`src/rtl/instr_fetch_unit.sv`:
```
// Instruction-fetch stage: holds the PC and keeps one request in flight to instruction memory.
// It feeds decode with instruction/PC/PC+4, follows redirects and freezes, and inserts nop bubbles.
module instr_fetch_unit #(
    parameter logic [31:0] RESET_PC = 32'h0040_0000,
    parameter logic [31:0] PC_STEP  = 32'd4
) (
    input  logic        CLK,
    input  logic        RESET,
    input  logic [31:0] Alt_PC_IN,
    input  logic        Request_Alt_PC_IN,
    input  logic        FREEZE_IN,
    output logic        IMem_Req_OUT,
    output logic [31:0] IMem_Addr_OUT,
    input  logic        IMem_Ack_IN,
    input  logic        IMem_Valid_IN,
    input  logic [31:0] IMem_Data_IN,
    output logic [31:0] Instr1_OUT,
    output logic [31:0] Instr_PC_OUT,
    output logic [31:0] Instr_PC_Plus4_OUT,
    output logic        Instr_Valid_OUT
);

    typedef enum logic [1:0] {
        S_REQ,
        S_WAIT,
        S_HOLD
    } state_t;

    state_t      state_q, state_d;
    logic [31:0] pc_q, pc_d;
    logic        squash_q, squash_d;
    logic [31:0] hold_q, hold_d;
    logic [31:0] instr_q, instr_d;
    logic [31:0] ipc_q, ipc_d;
    logic [31:0] ipc4_q, ipc4_d;
    logic        ivalid_q, ivalid_d;

    logic        present;
    logic [31:0] pres_data;

    always_comb begin
        state_d   = state_q;
        pc_d      = pc_q;
        squash_d  = squash_q;
        hold_d    = hold_q;
        present   = 1'b0;
        pres_data = '0;

        // Redirect outranks freeze and any response arriving on the same edge
        unique case (state_q)
            S_REQ: begin
                if (Request_Alt_PC_IN) begin
                    pc_d = Alt_PC_IN;
                    if (IMem_Ack_IN) begin
                        state_d  = S_WAIT;
                        squash_d = 1'b1;
                    end
                end else if (IMem_Ack_IN) begin
                    state_d = S_WAIT;
                end
            end
            S_WAIT: begin
                if (Request_Alt_PC_IN) begin
                    pc_d = Alt_PC_IN;
                    if (IMem_Valid_IN) begin
                        state_d  = S_REQ;
                        squash_d = 1'b0;
                    end else begin
                        squash_d = 1'b1;
                    end
                end else if (IMem_Valid_IN) begin
                    if (squash_q) begin
                        squash_d = 1'b0;
                        state_d  = S_REQ;
                    end else if (FREEZE_IN) begin
                        hold_d  = IMem_Data_IN;
                        state_d = S_HOLD;
                    end else begin
                        present   = 1'b1;
                        pres_data = IMem_Data_IN;
                        pc_d      = pc_q + PC_STEP;
                        state_d   = S_REQ;
                    end
                end
            end
            S_HOLD: begin
                if (Request_Alt_PC_IN) begin
                    pc_d    = Alt_PC_IN;
                    hold_d  = '0;
                    state_d = S_REQ;
                end else if (!FREEZE_IN) begin
                    present   = 1'b1;
                    pres_data = hold_q;
                    pc_d      = pc_q + PC_STEP;
                    state_d   = S_REQ;
                end
            end
            default: state_d = S_REQ;
        endcase

        instr_d  = instr_q;
        ipc_d    = ipc_q;
        ipc4_d   = ipc4_q;
        ivalid_d = ivalid_q;
        if (present) begin
            instr_d  = pres_data;
            ipc_d    = pc_q;
            ipc4_d   = pc_q + 32'd4;
            ivalid_d = 1'b1;
        end else if (!FREEZE_IN) begin
            instr_d  = '0;
            ipc_d    = '0;
            ipc4_d   = '0;
            ivalid_d = 1'b0;
        end
    end

    always_ff @(posedge CLK or negedge RESET) begin
        if (!RESET) begin
            state_q  <= S_REQ;
            pc_q     <= RESET_PC;
            squash_q <= 1'b0;
            hold_q   <= '0;
            instr_q  <= '0;
            ipc_q    <= '0;
            ipc4_q   <= '0;
            ivalid_q <= 1'b0;
        end else begin
            state_q  <= state_d;
            pc_q     <= pc_d;
            squash_q <= squash_d;
            hold_q   <= hold_d;
            instr_q  <= instr_d;
            ipc_q    <= ipc_d;
            ipc4_q   <= ipc4_d;
            ivalid_q <= ivalid_d;
        end
    end

    // Request is gated by the reset pin itself so it drops the instant reset asserts
    assign IMem_Req_OUT       = RESET && (state_q == S_REQ);
    assign IMem_Addr_OUT      = pc_q;
    assign Instr1_OUT         = instr_q;
    assign Instr_PC_OUT       = ipc_q;
    assign Instr_PC_Plus4_OUT = ipc4_q;
    assign Instr_Valid_OUT    = ivalid_q;

endmodule

```
`config.mk`:
```
export PLATFORM = sky130hd
export DESIGN_NAME = instr_fetch_unit
export DESIGN_NICKNAME = d
export VERILOG_FILES = /design/src/rtl/instr_fetch_unit.sv
export SDC_FILE = /design/constraint.sdc
export NUM_CORES = 1
export LEC_CHECK = 0
export BUFFER_PORTS_ARGS = -buffer_cell sky130_fd_sc_hd__buf_2
export CAP_MARGIN = 0
export CORE_MARGIN = 5
export CORE_UTILIZATION = 56
export CTS_CLUSTER_SIZE = 10
export DETAILED_ROUTE_END_ITERATION = 7
export GPL_TIMING_DRIVEN = 0
export PLACE_DENSITY = 0.84
export SYNTH_ARGS = -nofsm -noshare
export SYNTH_HDL_FRONTEND = slang
export SYNTH_SLANG_ARGS = --single-unit
```
`constraint.sdc`:
```
create_clock -name CLK -period 4.55 [get_ports CLK]
set_input_delay 0.2275 -clock CLK [delete_from_list [all_inputs] [get_ports CLK]]
set_output_delay 0.2275 -clock CLK [all_outputs]
set_load 0.02 [all_outputs]
```
==> results by group, run 1 <==
Run status
  – Outcome: finished clean

STA
  – Hold Fails Final Rpt: 0
  – Final Skew: slightly below 0.008 ns
  – Setup ws final: 1.92 ns
  – Max Clk Rate: approximately 0.38 GHz
  – Slew Viols, Final: 0
  – Period minus WS final: ~2.6 ns
  – Crit share post-route: 57.8%
  – TNS Setup: 0 ns
  – Unrepaired setup endpoints after global routing: no
  – Rel. slew slack: a little under three fifths
  – Worst hold slack: between 0.02 and 0.03 ns
  – Setup violators final: 0
  – Worst-Margin Slew: ~0.66 ns

Detailed routing
  – DR vias: between 6000 and 7000
  – Number of DRC violations after detailed routing: 0
  – DRT Wirelength: 22000 um
  – First DRT Iteration DRCs: just under 700
  – Antenna viol nets, final: 0
  – WL/cell: roughly 18 um
  – Vias per inst: 5.78
  – First drt pass iteration count: 5

Worst setup path
  – CP Capture Type: register
  – CP startpoint kind: register
  – Critical path class: reg2reg
  – Reg2reg path depth: 8
  – Cells along the critical path: inv_1, ha_1, nor2b_1, clkbuf_1, buf_1, o31ai_1, a21oi_1, a21oi_1
  – Max Fanout on Critical Path: 10
  – Largest stage delay, worst path: about 0.50 ns
  – FF-to-FF Start: state_q[0]
  – Worst Path Arrival: around 3 ns
  – R2R Setup Slk: about 1.9 ns
  – Cell repeated most along the worst path: a21oi_1
  – R2r endpoint: IMem_Addr_OUT[25]
  – Slowest CP cell: buf_1
  – WP data required: between 4 and 5 ns

Synth
  – Sequential element share of the synthesized area: a little over half
  – Syn Nets: around 860
  – Top_reg_cell synth: dfrtp_1
  – Syn_area_per_cell: between 9 and 10 sq um
  – Post-synthesis sequential element count: approximately 160
  – Post-Synthesis Cells: 783
  – Ys async rst share: 100%
  – Synthesis Warnings: 0
  – Post-synth cell types: 54
  – Number of synthesized flops with an enable pin: 0
  – Cell area after synthesis: 7600 sq um

Place
  – Placement Cell Area: just under 9000 sq um
  – Place WS: 2.01 ns
  – Hpwl dp: 15700 um
  – Final RePlAce weighted congestion: ~0.88
  – I/O Buffers: a little under 200

Clock tree
  – Clock Tree Buf Depth: 2
  – Clock slew at reported path FFs: about 0.06 ns
  – Worst-skew pair later-pin latency: 0.43 ns
  – Clock sink count: roughly 160
  – CTS Buf Count: 17
  – Post-CTS Resized: 0
  – # H-tree levels: 4
  – Post-CTS Setup Inserts: 0
  – Clock root cell: clkbuf_16
  – CTS tree: done
  – CTS Hold Bufs: 1

Cells and area
  – P&R area growth vs syn: 25.0%
  – # nets final: between 1000 and 1500
  – N_diodes: 0
  – Final instance area: 9510 sq um
  – # fillers: between 1000 and 1500
  – Layout cell share with drive strength beyond 1: around a quarter

Worst hold path
  – Hold Path Stages: 2
  – Hold Path Class: in2reg
  – Hold wc startpoint: Alt_PC_IN[1]
  – Hold Path End: IMem_Addr_OUT[1]

Floorplan
  – Die footprint: about 16000 sq um
  – Die Ht: about 130 um
  – Initial core utilization: 57.2%
  – DIE WIDTH: 127 um
  – Cell Rows: 42
  – Area of the core: approximately 13000 sq um
  – I/O pin cnt: 200

GRT
  – Global-route wire length before repair: approximately 35000 um
  – Antenna violations before repair: 2
  – Vias in the first global route: between 6000 and 7000
  – Largest net degree at the start of global routing: between 90 and 100
  – Grt total ovfl: 0
  – Gr usage total: roughly 28%

Power and ir drop
  – LEAKAGE: 4.65 nW
  – VDD IR max: slightly above 0.0003 V
  – P per Cell Area: between 600 and 700 nW/um^2

Run
  – Max Cap Viol: 0
[how the worst max path moves through the flow]
stage                        endpoint        startpoint  cells after the start  slack, ns
detailed placement  IMem_Addr_OUT[25]        state_q[0]                      8       2.01
global placement        Instr1_OUT[9]             RESET                      1       0.79
floorplan           IMem_Addr_OUT[12]  IMem_Addr_OUT[2]                      6       2.48
finish              IMem_Addr_OUT[25]        state_q[0]                      8       1.92
CTS                 IMem_Addr_OUT[25]        state_q[0]                      8       1.97
global route         IMem_Addr_OUT[8]        state_q[1]                      7       1.78
[stage by stage]
stage	total power [mW]	util (%)	cells
2_1_floorplan	3.55	-	783
3_5_place_dp	4.25	66.5	1157
4_1_cts	5.84	71.5	1190
6_report	5.85	71.5	1190
5_1_grt	6.15	71.5	1190
3_3_place_gp	4.18	66.3	1156
[final cells by class]
type / instances / area [sq um] / area share (%)
Timing Repair Buffer: 199 / 1030 / 10.9
Buffer: 71 / 303 / 3.19
Inverter: 8 / 30.0 / 0.316
Clock buffer: 18 / 439 / 4.62
Clock inverter: 14 / 211 / 2.22
Multi-Input combinational cell: 542 / 3210 / 33.8
Sequential cell: 162 / 4060 / 42.7
Tap cell: 176 / 220 / 2.32
[state kept, by name (all words and copies together) (netlist names)]
name,flops
Instr_PC_OUT,32
Instr_PC_Plus4_OUT,30
state_q,2
squash_q,1
Instr_Valid_OUT,1
Instr1_OUT,32
hold_q,32
IMem_Addr_OUT,32
[power by group]
| group | total (mW) | leakage [nW] | internal [mW] | switching [mW] |
|---|---|---|---|---|
| clock network | 1.58 | 0.316 | 0.986 | 0.597 |
| logic | 2.12 | 2.21 | 0.771 | 1.35 |
| registers | 2.15 | 2.12 | 1.81 | 0.332 |
| total | 5.85 | 4.65 | 3.57 | 2.28 |
[synth_stat cells (10+ instances only)]
| master | number | share of area, % |
|---|---|---|
| xnor2_1 | 12 | 1.4 |
| nand3_1 | 16 | 1.1 |
| xor2_1 | 16 | 1.8 |
| clkbuf_1 | 51 | 2.5 |
| a2bb2oi_1 | 14 | 1.6 |
| a21oi_1 | 29 | 1.9 |
| buf_2 | 13 | 0.86 |
| a22o_1 | 29 | 3.3 |
| nand3b_1 | 32 | 3.2 |
| nor2_1 | 21 | 1.0 |
| o21ai_0 | 75 | 4.9 |
| nand4_1 | 10 | 0.82 |
| a22oi_1 | 35 | 3.5 |
| dfrtp_1 | 161 | 53 |
| nand2_1 | 165 | 8.1 |
| o22ai_1 | 17 | 1.4 |
[cell families (layout without fill, tap and decap cells)]
group	count (synthesis)	in the layout	synth area share [%]
buf+inv	79	310	4.38
compound gates	225	225	19.4
flops	162	162	53.3
xor+xnor	28	28	3.23
mux	4	4	0.576
fa+ha+maj	6	6	0.987
simple gates	279	279	18.1
[placed cells by master, fill, tap and decap left out, types with 4 or more instances in the layout]
master | netlist | final
nand3b_1 | 32 | 32
clkbuf_1 | 51 | 51
nand4_1 | 10 | 10
a22oi_1 | 35 | 35
nand2_1 | 165 | 165
o21ai_0 | 75 | 75
and3_1 | 5 | 5
buf_2 | 13 | 209
xor2_1 | 16 | 16
a31oi_1 | 6 | 6
nor2b_1 | 5 | 5
a21oi_1 | 29 | 29
nor3_1 | 4 | 4
clkbuf_16 | 0 | 17
a22o_1 | 29 | 29
bufinv_16 | 0 | 5
nor2_1 | 21 | 21
o22ai_1 | 17 | 17
a2bb2oi_1 | 14 | 14
xnor2_1 | 12 | 12
clkinv_2 | 0 | 4
dfrtp_1 | 161 | 161
inv_1 | 8 | 8
ha_1 | 6 | 6
nand3_1 | 16 | 16
[layer usage]
layer	wire [um]	GRT usage (%)	vias to the layer above
li1	-	-	3214
met1	9050	35.6	3349
met4	384	9.21	4
met2	10800	45.5	278
met3	1740	7.61	38
met5	21	0	-
[critical path: cells and delay by family, from the launching register on]
| kind | cells | cell delay [ns] |
|---|---|---|
| AOI/OAI and AO/OA | 3 | 0.41 |
| adders and majority gates | 1 | 0.34 |
| buffers and inverters | 3 | 1.02 |
| DFF | 1 | 0.39 |
| and+or+nand+nor | 1 | 0.34 |
Note: power is estimated with default switching activity, not from simulation.
==> inputs of run 2 (changes only) <==
CORE_UTILIZATION = 53   (was 56)
PLACE_DENSITY = 0.8   (was 0.84)
clock period = 2.6 ns   (was 4.55 ns; I/O delays follow)
==> results by group, run 2 (same netlist as run 1, synthesis figures left out) <==
Worst setup path
  – CP startpoint kind: register (unchanged)
  – Buf+Inv Stages, Crit Path: 3 (unchanged)
  – WP data required: 2.91 ns (was 4.86 ns)
  – Cell repeated most along the worst path: o21ai_0 (was a21oi_1)
  – Worst Path Arrival: 2.77 ns (was 2.94 ns)
  – Max Fanout on Critical Path: 10 (unchanged)
  – Critical path class: reg2reg (unchanged)
  – Largest stage delay, worst path: 0.42 ns (was 0.50 ns)
  – Cells along the critical path: inv_1, ha_1, a221o_1, a21o_1, clkbuf_1, buf_2, o21ai_0, o21ai_0 (was inv_1, ha_1, nor2b_1, clkbuf_1, buf_1, o31ai_1, a21oi_1, a21oi_1)
  – CP delay by family, top: compound AO/OA/AOI/OAI gates (was buffers and inverters)
  – CP Capture Type: register (unchanged)
  – Slowest CP cell: a221o_1 (was buf_1)

Detailed routing
  – DR vias: 7018 (was 6883)
  – Met3 Wirelength: 1920 um (was 1740 um)
  – WL/cell: 18.4 um (was 18.5 um)
  – Top Metal Used: met5 (unchanged)
  – First drt pass iteration count: 5 (unchanged)
  – Metal2 WL: 11100 um (was 10800 um)
  – Vias per inst: 5.68 (was 5.78)
  – Antenna viol nets, final: 0 (unchanged)
  – First DRT Iteration DRCs: 422 (was 679)
  – Number of DRC violations after detailed routing: 0 (unchanged)
  – DRT met1 WL: 9020 um (was 9050 um)
  – DRT Wirelength: 22700 um (was 22000 um)

Power and ir drop
  – Seq pwr share: 37.0% (was 36.7%)
  – Net Sw Frac: 39.3% (was 39.0%)
  – Clock share of power: 25.7% (was 27.0%)
  – P per Cell Area: 1030 nW/um^2 (was 615 nW/um^2)
  – VDD IR max: 0.000569 V (was 0.000312 V)
  – Internal: 6.15 mW (was 3.57 mW)
  – LEAKAGE: 4.81 nW (was 4.65 nW)
  – Combinational fraction of design power: 37.3% (was 36.3%)
  – P_sw: 3.99 mW (was 2.28 mW)
  – Pwr Total: 10.1 mW (was 5.85 mW)

STA
  – Setup ws final: 0.141 ns (was 1.92 ns)
  – Setup violators final: 0 (unchanged)
  – Crit share post-route: 94.6% (was 57.8%)
  – Rel. slew slack: 56.6% (was 56.2%)
  – Worst-Margin Slew: 0.647 ns (was 0.657 ns)
  – Unrepaired setup endpoints after global routing: no (unchanged)
  – Max Clk Rate: 0.407 GHz (was 0.380 GHz)
  – Worst hold slack: 0.0337 ns (was 0.0295 ns)
  – Final Skew: 0.0131 ns (was 0.00778 ns)
  – Period minus WS final: 2.46 ns (was 2.63 ns)
  – Hold Fails Final Rpt: 0 (unchanged)
  – Slew Viols, Final: 0 (unchanged)

Run status
  – Outcome: finished clean (unchanged)

Clock tree
  – Clock slew at reported path FFs: 0.06 ns (about the same)
  – Clock sink count: 162 (unchanged)
  – Post-CTS Setup Inserts: 0 (unchanged)
  – # H-tree levels: 4 (unchanged)
  – Worst-skew pair later-pin latency: 0.44 ns (was 0.43 ns)
  – Clock root cell: clkbuf_16 (unchanged)
  – Clock Tree Buf Depth: 2 (unchanged)
  – CTS Buf Count: 17 (unchanged)
  – CTS tree: done (unchanged)

GRT
  – Grt total ovfl: 0 (unchanged)
  – Largest net degree at the start of global routing: 92 (was 94)
  – Global-route wire length before repair: 36500 um (was 35300 um)
  – Vias in the first global route: 7196 (was 6835)
  – Antenna violations before repair: 2 (unchanged)
  – Gr usage total: 27.7% (was 27.6%)

Cells and area
  – Most frequent cells in the layout: buf_2, nand2_1, dfrtp_1 (unchanged)
  – Reg area: 4060 sq um (unchanged)
  – P&R area growth vs syn: 30.0% (was 25.0%)
  – # nets final: 1116 (was 1077)
  – # fillers: 1059 (was 1019)
  – Multi-input gate area: 3220 sq um (was 3210 sq um)
  – Non-Filler Instances: 1235 (was 1190)
  – Commonest non-fill, non-tap cell in the layout: buf_2 (unchanged)
  – Layout cell share with drive strength beyond 1: 25.5% (was 25.7%)

Place
  – Placed instance count: 1161 (was 1157)
  – Place WS: 0.0435 ns (was 2.01 ns)
  – Hpwl dp: 15900 um (was 15700 um)
  – I/O Buffers: 197 (unchanged)
  – Final RePlAce weighted congestion: 0.848 (was 0.884)

Run
  – Max Cap Viol: 0 (unchanged)

Floorplan
  – Die footprint: 16800 sq um (was 16000 sq um)
  – Initial core utilization: 54.3% (was 57.2%)
  – I/O pin cnt: 200 (unchanged)
  – Area of the core: 14000 sq um (was 13300 sq um)
  – DIE WIDTH: 130 um (was 127 um)
  – Die Ht: 130 um (was 127 um)
  – Cell Rows: 43 (was 42)

Worst hold path
  – Hold Path Class: in2reg (unchanged)
[run 2: final timing paths]
check                               from                end  slack (ns)  cells past startpoint
max                           state_q[0]  IMem_Addr_OUT[15]        0.14                      8
min                        Alt_PC_IN[19]  IMem_Addr_OUT[19]        0.03                      3
max reg2reg                   state_q[0]  IMem_Addr_OUT[15]        0.14                      8
min reg2reg                   hold_q[22]         hold_q[22]        0.47                      2
max in group asynchronous          RESET          hold_q[5]        1.50                      3
min in group asynchronous          RESET    Instr_PC_OUT[6]        0.26                      2
[run 2: area by class of cell]
type / count / area share [%]
tap: 180 / 2.28
clock buffer: 20 / 4.62
sequential: 162 / 41.0
multi-input combinational: 542 / 32.6
inverter: 8 / 0.304
timing repair buffer: 238 / 14.4
buffer: 71 / 3.15
antenna: 2 / 0.0507
clock inverter: 12 / 1.58
[run 2: power groups by stage]
stage	Combinational, mW	Clock, mW	Sequential (mW)
after floorplan	2.10	0	4.11
after global placement	3.58	0	3.75
after detailed placement	3.67	0	3.76
after CTS	3.76	2.61	3.73
after global routing	4.14	2.74	3.84
final	3.78	2.61	3.75
[run 2: per-stage QoR]
stage	utilization [%]	cell area (sq um)	setup TNS [ns]
3_5_place_dp	63.3	8850	0
5_1_grt	70.6	9880	0
6_report	70.6	9880	0
4_1_cts	70.5	9870	0
2_1_floorplan	-	7600	0
3_3_place_gp	63.0	8810	-175.65
[run 2: metal layers]
metal / GRT usage [%] / up-vias
li1: - / 3280
met4: 10.5 / 2
met2: 46.3 / 285
met5: 0 / -
met3: 7.53 / 50
met1: 34.4 / 3401
[run 2: worst min-delay path, cell delays in order]
cell and delay [ns]:
buf_2 0.07, o22ai_1 0.07, a2bb2oi_1 0.14
[run 2: repair_timing]
item | 4_1_cts | 5_1_grt
endpoints found under the hold margin | 109 | 0
hold buffers | 40 | 0
endpoints found under the setup margin | 1 | 34
resized for setup | 1 | 12
==> inputs of run 3 (changes only) <==
CORE_UTILIZATION = 55   (was 53)
CTS_BUF_LIST = sky130_fd_sc_hd__clkbuf_4 sky130_fd_sc_hd__clkbuf_8   (was default)
CTS_CLUSTER_DIAMETER = 120   (was default)
PLACE_DENSITY = 0.83   (was 0.8)
==> results by group, run 3 (same netlist as run 1, synthesis figures left out) <==
Run status
  – Outcome: finished clean (unchanged)

Worst setup path
  – Cell repeated most along the worst path: a21oi_1 (was o21ai_0)
  – Cells along the critical path: inv_1, ha_1, nor2b_1, clkbuf_1, buf_2, o31ai_1, a21oi_1, a21oi_1 (was inv_1, ha_1, a221o_1, a21o_1, clkbuf_1, buf_2, o21ai_0, o21ai_0)
  – CP delay by family, top: buffers and inverters (was compound AO/OA/AOI/OAI gates)
  – Buf+Inv Stages, Crit Path: 3 (unchanged)
  – Number of cells on the critical path: 8 (unchanged)
  – CP startpoint: state_q[0] (unchanged)
  – R2r endpoint: IMem_Addr_OUT[25] (was IMem_Addr_OUT[15])
  – Critical path class: reg2reg (unchanged)
  – Largest stage delay, worst path: 0.43 ns (was 0.42 ns)
  – R2R Setup Slk: 0.10 ns (was 0.14 ns)
  – FF-to-FF Start: state_q[0] (unchanged)
  – CP Capture Point: IMem_Addr_OUT[25] (was IMem_Addr_OUT[15])
  – Reg2reg path depth: 8 (unchanged)
  – CP startpoint kind: register (unchanged)
  – Worst Path Arrival: 2.83 ns (was 2.77 ns)
  – WP data required: 2.93 ns (was 2.91 ns)
  – CP Capture Type: register (unchanged)
  – Max Fanout on Critical Path: 10 (unchanged)
  – Slowest CP cell: clkbuf_1 (was a221o_1)

STA
  – Final Skew: 0.0164 ns (was 0.0131 ns)
  – Worst-Margin Slew: 0.649 ns (was 0.647 ns)
  – Period minus WS final: 2.50 ns (was 2.46 ns)
  – Worst hold slack: 0.0295 ns (was 0.0337 ns)
  – Unrepaired setup endpoints after global routing: no (unchanged)
  – Crit share post-route: 96.0% (was 94.6%)
  – Setup violators final: 0 (unchanged)
  – Max Clk Rate: 0.401 GHz (was 0.407 GHz)
  – TNS Setup: 0 ns (unchanged)
  – Hold Fails Final Rpt: 0 (unchanged)
  – Slew Viols, Final: 0 (unchanged)
  – Rel. slew slack: 56.7% (was 56.6%)

Floorplan
  – Die Ht: 128 um (was 130 um)
  – Initial core utilization: 55.4% (was 54.3%)
  – Area of the core: 13700 sq um (was 14000 sq um)
  – Cell Rows: 43 (unchanged)
  – I/O pin cnt: 200 (unchanged)
  – Die footprint: 16300 sq um (was 16800 sq um)
  – DIE WIDTH: 128 um (was 130 um)

Power and ir drop
  – Clock share of power: 22.1% (was 25.7%)
  – Net Sw Frac: 40.0% (was 39.3%)
  – VDD IR max: 0.000426 V (was 0.000569 V)
  – LEAKAGE: 4.76 nW (was 4.81 nW)
  – P_sw: 3.87 mW (was 3.99 mW)
  – Combinational fraction of design power: 39.3% (was 37.3%)
  – Seq pwr share: 38.6% (was 37.0%)
  – P per Cell Area: 990 nW/um^2 (was 1030 nW/um^2)
  – Internal: 5.80 mW (was 6.15 mW)

GRT
  – Vias in the first global route: 7074 (was 7196)
  – Grt total ovfl: 0 (unchanged)
  – Antenna violations before repair: 1 (was 2)
  – Largest net degree at the start of global routing: 98 (was 92)
  – Gr usage total: 27.6% (was 27.7%)
  – Global-route wire length before repair: 36000 um (was 36500 um)

Detailed routing
  – WL/cell: 18.1 um (was 18.4 um)
  – Number of DRC violations after detailed routing: 0 (unchanged)
  – Vias per inst: 5.67 (was 5.68)
  – DR vias: 7016 (was 7018)
  – First drt pass iteration count: 7 (was 5)
  – Antenna viol nets, final: 0 (unchanged)
  – First DRT Iteration DRCs: 577 (was 422)
  – DRT Wirelength: 22400 um (was 22700 um)

Clock tree
  – # H-tree levels: 4 (unchanged)
  – Worst-skew pair later-pin latency: 0.46 ns (was 0.44 ns)
  – CTS Buf Count: 17 (unchanged)
  – CTS tree: done (unchanged)
  – Clock slew at reported path FFs: 0.08 ns (was 0.06 ns)
  – Clock Tree Buf Depth: 2 (unchanged)
  – Clock sink count: 162 (unchanged)
  – Clock root cell: clkbuf_8 (was clkbuf_16)

Cells and area
  – Most frequent cells in the layout: buf_2, nand2_1, dfrtp_1 (unchanged)
  – Multi-input gate area: 3220 sq um (unchanged)
  – Non-Filler Instances: 1237 (was 1235)
  – Fin util: 71.2% (was 70.6%)
  – Commonest non-fill, non-tap cell in the layout: buf_2 (unchanged)
  – # fillers: 1066 (was 1059)
  – Layout cell share with drive strength beyond 1: 25.2% (was 25.5%)
  – # nets final: 1121 (was 1116)
  – Reg area: 4060 sq um (unchanged)
  – Final instance area: 9770 sq um (was 9880 sq um)
  – P&R area growth vs syn: 28.6% (was 30.0%)
  – N_diodes: 0 (was 2)

Place
  – I/O Buffers: 197 (unchanged)
  – Hpwl dp: 15800 um (was 15900 um)
  – Placement Cell Area: 8850 sq um (unchanged)
  – Final RePlAce weighted congestion: 0.881 (was 0.848)
  – Placed instance count: 1161 (unchanged)

Run
  – Max Cap Viol: 0 (unchanged)

Worst hold path
  – Hold Path Class: in2reg (unchanged)
run 3: cell type report:
cell class              instances  area share (%)
clock inverters                 9            1.83
clock buffers                  22            2.91
inverters                       8           0.307
well taps                     180            2.30
plain buffers                  71            3.16
repair buffers                243            15.1
multi-input cells             542            32.9
flip-flops and latches        162            41.5
run 3: stage by stage:
stage / worst slack [ns] / power (mW)
floorplan: 0.531 / 6.21
global placement: -1.06 / 7.31
detailed placement: 0.0244 / 7.44
CTS: 0.0474 / 9.64
global route: 0.00258 / 10.2
finish: 0.104 / 9.67
run 3: power groups by stage:
| stage | combinational, mW | clock (mW) | sequential (mW) |
|---|---|---|---|
| 2_1_floorplan | 2.10 | 0 | 4.11 |
| 3_3_place_gp | 3.57 | 0 | 3.74 |
| 3_5_place_dp | 3.67 | 0 | 3.76 |
| 4_1_cts | 3.76 | 2.16 | 3.72 |
| 5_1_grt | 4.13 | 2.27 | 3.83 |
| 6_report | 3.80 | 2.14 | 3.74 |
run 3: what timing repair did:
item / CTS / global route
buffers inserted: 0 / 0
hold endpoints to repair: 127 / 0
gates resized for setup: 1 / 9
hold buffers: 45 / 0
setup endpoints to repair: 1 / 23
run 3: how the worst min path moves through the flow:
stage | start | end | slack [ns] | depth (start not counted)
3_3_place_gp | Alt_PC_IN[1] | IMem_Addr_OUT[1] | 0.37 | 2
6_report | Alt_PC_IN[27] | IMem_Addr_OUT[27] | 0.03 | 3
2_1_floorplan | RESET | IMem_Addr_OUT[0] | -0.17 | 0
4_1_cts | Alt_PC_IN[27] | IMem_Addr_OUT[27] | 0.001 | 3
5_1_grt | Alt_PC_IN[18] | IMem_Addr_OUT[18] | 0.02 | 3
3_5_place_dp | RESET | Instr_PC_Plus4_OUT[12] | 0.11 | 1
run 3: per-layer routing:
metal | wire length [um] | GRT usage (%) | vias up
met3 | 1720 | 6.52 | 42
met2 | 11000 | 45.7 | 302
met5 | 11 | 0 | -
li1 | - | - | 3291
met4 | 464 | 9.74 | 2
met1 | 9250 | 35.6 | 3379
run 3: worst register-to-register path: cells and delay by family (launching register included):
family | cells | cell delay [ns]
DFF | 1 | 0.42
AOI/OAI and AO/OA | 3 | 0.33
buffers and inverters | 3 | 0.88
and+or+nand+nor | 1 | 0.38
adders and majority gates | 1 | 0.36
